$ cat src/rtl/systolic_pkg.sv
// systolic_pkg: shared types and helpers for the systolic array front end
package systolic_pkg;
  localparam int OPERAND_W = 16;
  typedef logic signed [OPERAND_W-1:0] operand_t;
  typedef enum logic [1:0] {IDLE, LOAD, FLUSH, DONE} skew_state_e;
  function automatic int flush_len(input int n);
    return 2 * n - 2;
  endfunction
endpackage

$ cat src/rtl/operand_skewer_if.sv
// operand_skewer_if: job control, input stream and skewed array-edge bundle
interface operand_skewer_if #(
  parameter int DATA_WIDTH = 16,
  parameter int N          = 4,
  parameter int K_W        = 8
);
  logic                    start;
  logic [K_W-1:0]          k_len;
  logic                    in_valid;
  logic                    in_ready;
  logic [N*DATA_WIDTH-1:0] in_data;
  logic [N*DATA_WIDTH-1:0] out_data;
  logic                    acc_en;
  logic                    busy;
  logic                    done;
  modport master (
    output start, k_len, in_valid, in_data,
    input  in_ready, out_data, acc_en, busy, done
  );
  modport slave (
    input  start, k_len, in_valid, in_data,
    output in_ready, out_data, acc_en, busy, done
  );
endinterface

$ cat src/rtl/operand_skewer_delay_line.sv
// skew_delay_line: DEPTH-stage shift register cleared synchronously on rst
module skew_delay_line #(
  parameter int DATA_WIDTH = 16,
  parameter int DEPTH      = 1
) (
  input  logic                  clk,
  input  logic                  rst,
  input  logic [DATA_WIDTH-1:0] d_i,
  output logic [DATA_WIDTH-1:0] q_o
);
  logic [DATA_WIDTH-1:0] sr_q [DEPTH];
  // shift one stage per cycle, stage 0 takes the new operand
  always_ff @(posedge clk) begin
    if (rst) begin
      for (int j = 0; j < DEPTH; j++) sr_q[j] <= '0;
    end else begin
      sr_q[0] <= d_i;
      for (int j = 1; j < DEPTH; j++) sr_q[j] <= sr_q[j-1];
    end
  end
  assign q_o = sr_q[DEPTH-1];
endmodule

$ cat src/rtl/operand_skewer.sv
// operand_skewer: accepts K vectors and feeds them diagonally skewed into the PE array
module operand_skewer
  import systolic_pkg::*;
#(
  parameter int DATA_WIDTH = 16,
  parameter int N          = 4,
  parameter int K_W        = 8
) (
  input logic             clk,
  input logic             rst,
  operand_skewer_if.slave bus
);
  localparam int FLUSH_LEN = flush_len(N);
  localparam int FC_W      = $clog2(2 * N - 1);
  skew_state_e             state_q, state_d;
  logic [K_W-1:0]          k_q, k_d;
  logic [K_W-1:0]          vec_cnt_q, vec_cnt_d;
  logic [FC_W-1:0]         flush_cnt_q, flush_cnt_d;
  logic                    accept;
  logic [N*DATA_WIDTH-1:0] inj;
  logic [DATA_WIDTH-1:0]   lane [N];
  assign accept       = bus.in_valid && bus.in_ready;
  assign inj          = accept ? bus.in_data : '0;
  assign bus.in_ready = state_q == LOAD;
  assign bus.busy     = state_q == LOAD || state_q == FLUSH;
  assign bus.acc_en   = bus.busy;
  assign bus.done     = state_q == DONE;
  // state and counter registers
  always_ff @(posedge clk) begin
    if (rst) begin
      state_q     <= IDLE;
      k_q         <= '0;
      vec_cnt_q   <= '0;
      flush_cnt_q <= '0;
    end else begin
      state_q     <= state_d;
      k_q         <= k_d;
      vec_cnt_q   <= vec_cnt_d;
      flush_cnt_q <= flush_cnt_d;
    end
  end
  // job sequencing: exact compares on the counters end LOAD and FLUSH
  always_comb begin
    state_d     = state_q;
    k_d         = k_q;
    vec_cnt_d   = vec_cnt_q;
    flush_cnt_d = flush_cnt_q;
    unique case (state_q)
      IDLE: if (bus.start && bus.k_len != '0) begin
        state_d     = LOAD;
        k_d         = bus.k_len;
        vec_cnt_d   = '0;
        flush_cnt_d = '0;
      end
      LOAD: if (accept) begin
        vec_cnt_d = vec_cnt_q + K_W'(1);
        state_d   = vec_cnt_q == k_q - K_W'(1) ? FLUSH : LOAD;
      end
      FLUSH: begin
        flush_cnt_d = flush_cnt_q + FC_W'(1);
        state_d     = flush_cnt_q == FC_W'(FLUSH_LEN - 1) ? DONE : FLUSH;
      end
      DONE: state_d = IDLE;
      default: state_d = IDLE;
    endcase
  end
  for (genvar i = 0; i < N; i++) begin : g_lane
    skew_delay_line #(.DATA_WIDTH(DATA_WIDTH), .DEPTH(i + 1)) u_dl (
      .clk (clk),
      .rst (rst),
      .d_i (inj[i*DATA_WIDTH +: DATA_WIDTH]),
      .q_o (lane[i])
    );
  end
  // pack the delayed lanes onto the array edge
  always_comb begin
    bus.out_data = '0;
    for (int j = 0; j < N; j++) bus.out_data[j*DATA_WIDTH +: DATA_WIDTH] = lane[j];
  end
endmodule

$ cat src/flat_wrapper.sv
// flat-port wrapper written by rule: the top's interface ports become plain ports
module operand_skewer_flat import systolic_pkg::*;
#(
  parameter int DATA_WIDTH = 16,
  parameter int N          = 4,
  parameter int K_W        = 8
)
  (clk, rst, bus_start, bus_k_len, bus_in_valid, bus_in_data, bus_in_ready, bus_out_data, bus_acc_en, bus_busy, bus_done);
  operand_skewer_if #(.DATA_WIDTH(DATA_WIDTH), .N(N), .K_W(K_W)) bus_i ();
  input logic clk;
  input logic rst;
  input wire logic [$bits(bus_i.start)-1:0] bus_start;
  input wire logic [$bits(bus_i.k_len)-1:0] bus_k_len;
  input wire logic [$bits(bus_i.in_valid)-1:0] bus_in_valid;
  input wire logic [$bits(bus_i.in_data)-1:0] bus_in_data;
  output wire logic [$bits(bus_i.in_ready)-1:0] bus_in_ready;
  output wire logic [$bits(bus_i.out_data)-1:0] bus_out_data;
  output wire logic [$bits(bus_i.acc_en)-1:0] bus_acc_en;
  output wire logic [$bits(bus_i.busy)-1:0] bus_busy;
  output wire logic [$bits(bus_i.done)-1:0] bus_done;
  assign bus_i.start = bus_start;
  assign bus_i.k_len = bus_k_len;
  assign bus_i.in_valid = bus_in_valid;
  assign bus_i.in_data = bus_in_data;
  assign bus_in_ready = bus_i.in_ready;
  assign bus_out_data = bus_i.out_data;
  assign bus_acc_en = bus_i.acc_en;
  assign bus_busy = bus_i.busy;
  assign bus_done = bus_i.done;
  operand_skewer #(.DATA_WIDTH(DATA_WIDTH), .N(N), .K_W(K_W)) u_core (.clk(clk), .rst(rst), .bus(bus_i));
endmodule
$ cat config.mk
export PLATFORM = sky130hd
export DESIGN_NAME = operand_skewer_flat
export DESIGN_NICKNAME = d
export VERILOG_FILES = /design/src/rtl/systolic_pkg.sv /design/src/rtl/operand_skewer_if.sv /design/src/rtl/operand_skewer_delay_line.sv /design/src/rtl/operand_skewer.sv /design/src/flat_wrapper.sv
export SDC_FILE = /design/constraint.sdc
export NUM_CORES = 1
export LEC_CHECK = 0
export BUFFER_PORTS_ARGS = -buffer_cell sky130_fd_sc_hd__buf_2
export CORE_MARGIN = 4
export CORE_UTILIZATION = 47
export CTS_CLUSTER_DIAMETER = 150
export DETAILED_ROUTE_END_ITERATION = 16
export GPL_ROUTABILITY_DRIVEN = 1
export PLACE_DENSITY = 0.75
export SETUP_SLACK_MARGIN = 0.15
export SYNTH_ARGS = -nofsm -noshare
export SYNTH_HDL_FRONTEND = slang
export SYNTH_SLANG_ARGS = --single-unit
$ cat constraint.sdc
create_clock -name clk -period 1.9 [get_ports clk]
set_clock_uncertainty 0.15 [all_clocks]
set_input_delay 0.57 -clock clk [delete_from_list [all_inputs] [get_ports clk]]
set_output_delay 0.57 -clock clk [all_outputs]
set_load 0.02 [all_outputs]
# Yosys cells after proc, flatten, opt, wreduce, memory -nomap -nowiden
# Memory sizes are Yosys's and may differ from the RTL's.
# Index checks and enable logic that the tools add are counted.
# classes
add_sub_neg,3
n_eq_ne,7
muxes,25
bitwise,9
n_reduce_logical,12
# ops
operator,n
2-to-1 mux 16 bit,10
2-to-1 mux 64 bit,1
2-to-1 mux 8 bit,2
one-hot mux 8 bit (2 select lines),1
OR reduction 16 bit,1
OR 1 bit,9
adder 8 x 1 -> 8 bit (second input constant),1
== test 8 bit,1
one-hot mux 2 bit (4 select lines),1
nonzero test 8 bit,1
subtractor 8 x 1 -> 8 bit (second input constant),1
2-to-1 mux 2 bit,3
one-hot mux 3 bit (2 select lines),1
AND reduction 2 bit,3
2-to-1 mux 1 bit,5
== test 2 bit (second input constant),2
nonzero test 2 bit,2
adder 3 x 1 -> 3 bit (second input constant),1
== test 3 bit (second input constant),1
2-to-1 mux 3 bit,1
AND reduction 3 bit,1
== test 2 x 1 -> 1 bit (second input constant),1
logical AND 1 bit,2
zero test 2 bit,1
3 further kinds,3
# word_totals
register_bits,21
ram_bits,160
out_inout_bits,68
mem_count,4
# mem_list
memory,words,word_bits,rd,rd_clocked_by_memory_dff,wr,line_no,rtl
u_core.g_lane[3].u_dl.sr_q,4,16,4,0,4,operand_skewer_delay_line.sv:11,logic [DATA_WIDTH-1:0] sr_q [DEPTH];
u_core.g_lane[2].u_dl.sr_q,3,16,3,0,3,operand_skewer_delay_line.sv:11,
u_core.g_lane[1].u_dl.sr_q,2,16,2,0,2,operand_skewer_delay_line.sv:11,
u_core.g_lane[0].u_dl.sr_q,1,16,1,0,1,operand_skewer_delay_line.sv:11,

# Longest topological paths before layout
# logic_depth
depth_word,5
mapped_depth,8
mapped_depth_nobuf,7

# Cells and area by module
# From an unflattened synthesis, not the netlist that was laid out.
# unflattened
hier_cells,599
area_unflattened_um2,6561.3
# modules_own_cells
module,n_inst,cells_per_inst,area_each_um2,seq_area_each_um2
skew_delay_line (u_core.g_lane[3].u_dl),1,135,1918.1,1281.2
operand_skewer,1,231,1770.4,420.4
skew_delay_line (u_core.g_lane[2].u_dl),1,117,1425.1,960.9
skew_delay_line (u_core.g_lane[1].u_dl),1,83,983.4,640.6
skew_delay_line (u_core.g_lane[0].u_dl),1,33,464.2,320.3

# Worst setup path after synthesis
# No wires, ideal clock.
# synth_path
path_kind,flip-flop to flip-flop
from,reg with a tool-made name
to,reg with a tool-made name
arrival_time_ps,1922
path_slack_ps,-243
stages_incl_launch_ff,8
path_cell_list,dfxtp_1 -> inv_1 -> ha_1 -> nor2b_1 -> a311oi_1 -> nand2_1 -> or4_1 -> a21oi_1

==> out/metrics.yaml <==
synth_area_sq_um: 5830
path_clk_slew_ns: 0.06
critPathArrivalTime_ns: 2.23
layout-drive-gt1-share_pct: 35.7
coreArea_sq_um: 12100
start_kind: "flip-flop"
cts_buffer_depth: 2
cp_max_fo: 4
drt_iter0_markers: 104
layout_common_cells: "173 x dfxtp_1, 138 x buf_2, 98 x nor2b_1"
synthArstFlopShare_pct: 0
dieWidth_microns: 119
antenna_found_initial: 0
place_ws_ns: -0.239
min_period_ns: 2.04
floorplan.initialDensity_pct: 48.4
failed_checks: "setup timing"
whs_ns: 0.200
cts_tree: "yes"
worst_pin_slew_ns: 0.931
gp_congestion: 0.810
critPathMaxStageDelay_ns: 0.50
setup_violations: 8
portBuffers: 143
yosys_warnings: 0
syn_inst: 529
antennaDiodeCount: 0
drt-total-wl_microns: 10300
first_global_vias: 3626
fin_nets: 745
die_area_sq_um: 14300
placementRows: 40
max_freq_mhz: 490
synth_flop_cell: "dfxtp_1"
seq_area_frac_synth_pct: 62.1
htreeDepth: 4
ctsHoldBuffers: 0
grt_max_degree: 114
grt_overflow: 0
synth_nets: 614
grt_use_total_pct: 14.9
setup_ws_ns: -0.140
insertion_delay_ns: 0.41
drc: 0
fin_crit_sh_pct: 107
ios: 144
cp_slowest_cell: "or4_4"
hpwl_microns: 6980
final_common_cell: "dfxtp_1"
final_core_util_pct: 62.2
avgRoutedWirePerCell_microns: 12.2
grt_pass1_wl_microns: 16800
num_vias: 3705
cts.sinks: 181
root_buffer: "clkbuf_16"
p_leak_uw: 0.00330
dr.pass1.iters: 4
rsz0062_at_grt: "true"
slew_viol_final: 0
hold_class: "input port to flip-flop"
worst-setup-path-type: "flip-flop to flip-flop"
synth_edf_count: 0
hold_violations: 0
crit_buf_inv: 1
finalSetupTns_ns: -0.459
drt.antenna.violating_nets: 0
avgViaCountPerCell: 4.41
crit_path_end_kind: "flip-flop"
max_cap_violations: 0
syn_avg_cell_area_sq_um: 11.0
ir_drop_uv: 794
relSlewSlack_pct: 37.8
reg2reg_slack_ns: -0.14
die_y_microns: 119
powerDensity_nw_per_um2: 1070
path_cells: "inv_4, ha_4, nor2b_4, a311oi_4, nand2_1, or4_4, a21oi_2"
ys_types: 44
status: "finished with violations"
cp_data_required_time_ns: 2.09
area_growth_pct: 28.7
synth-seq-cells: 181
cts_made_buffers: 17
crit_family: "simple AND/OR/NAND/NOR gates"
[kinds of logic (layout without fill, tap and decap cells)]
| group | Yosys count | after routing | share of synthesized area [%] |
|---|---|---|---|
| compound gates | 32 | 32 | 3.88 |
| xor+xnor | 15 | 15 | 2.25 |
| fa+ha+maj | 9 | 9 | 1.93 |
| buf+inv | 63 | 206 | 6.33 |
| flops | 181 | 181 | 62.1 |
| mux | 2 | 2 | 0.365 |
| simple gates | 227 | 227 | 23.1 |
[state kept, by name (all words and copies together), names as in the netlist, named ones only]
signal,cells
u_core.k_q,8
u_core.vec_cnt_q,8
u_core.flush_cnt_q,3
u_core.g_lane.u_dl.sr_q,160
u_core.state_q,1
[synthesized netlist by cell type (all sizes together), types with 2 or more instances]
cell type / count / area share (%)
xor2: 4 / 0.60
nand3b: 2 / 0.26
dfxtp: 181 / 62
nand2: 15 / 0.96
a211oi: 2 / 0.26
nor3: 5 / 0.51
a221oi: 2 / 0.30
xnor2: 11 / 1.7
inv: 8 / 0.51
and2: 64 / 6.9
nand3: 13 / 1.1
o21ai: 3 / 0.26
nor2b: 101 / 11
or4: 3 / 0.39
nor4: 4 / 0.43
nor2: 13 / 0.84
a311oi: 2 / 0.30
clkbuf: 19 / 1.2
buf: 36 / 4.6
a21oi: 14 / 1.2
ha: 9 / 1.9
[final timing paths]
path / cells past startpoint / endpoint / startpoint
worst max-delay path: 7 / flip-flop / u_core.state_q[0]$_SDFFE_PP0P_
worst min-delay path: 2 / u_core.g_lane[1].u_dl.sr_q[0][13]$_SDFF_PP0_ / bus_in_data[29]
worst max register to register: 7 / flip-flop / u_core.state_q[0]$_SDFFE_PP0P_
worst min register to register: 1 / u_core.g_lane[3].u_dl.sr_q[1][4]$_SDFF_PP0_ / u_core.g_lane[3].u_dl.sr_q[0][4]$_SDFF_PP0_
[what timing repair did]
action,4_1_cts,5_1_grt
gates resized for setup,31,11
setup endpoints to repair,77,81
buffers inserted,3,3
pin swaps,58,28
[where the power goes]
part           internal [uW]  switching [uW]  leakage, uW
Sequential              3880            40.9      0.00147
Clock                   2090            1420     0.000295
Combinational            288             313      0.00153
Total                   6250            1770      0.00330
[stage by stage]
stage | total power [uW] | instance area, sq um | cells
after floorplan | 4330 | 5940 | 529
final | 8020 | 7510 | 840
after global routing | 8350 | 7510 | 840
after detailed placement | 4520 | 6680 | 803
after global placement | 4500 | 6680 | 803
after CTS | 8080 | 7440 | 837
[cell type report]
type	count	area [sq um]
Sequential cell	181	3640
Tap cell	168	210
Inverter	8	35.0
Clock inverter	13	170
Clock buffer	18	429
Fill cell	996	4560
Multi-Input combinational cell	285	2090
Timing Repair Buffer	167	940
[worst reg2reg max path, stage by stage (launching register included)]
cell and delay (ns):
dfxtp_4 0.39, inv_4 0.05, ha_4 0.18, nor2b_4 0.14, a311oi_4 0.31, nand2_1 0.13
or4_4 0.50, a21oi_2 0.12
[routing by layer]
metal	vias up	GRT usage, %	part of all wire (%)
li1	1913	-	-
met1	1640	16.5	40
met4	0	8.88	3.5
met5	-	0	0
met2	124	24.3	49
met3	28	5.51	7.2
Power figures use the tool's default switching activity.
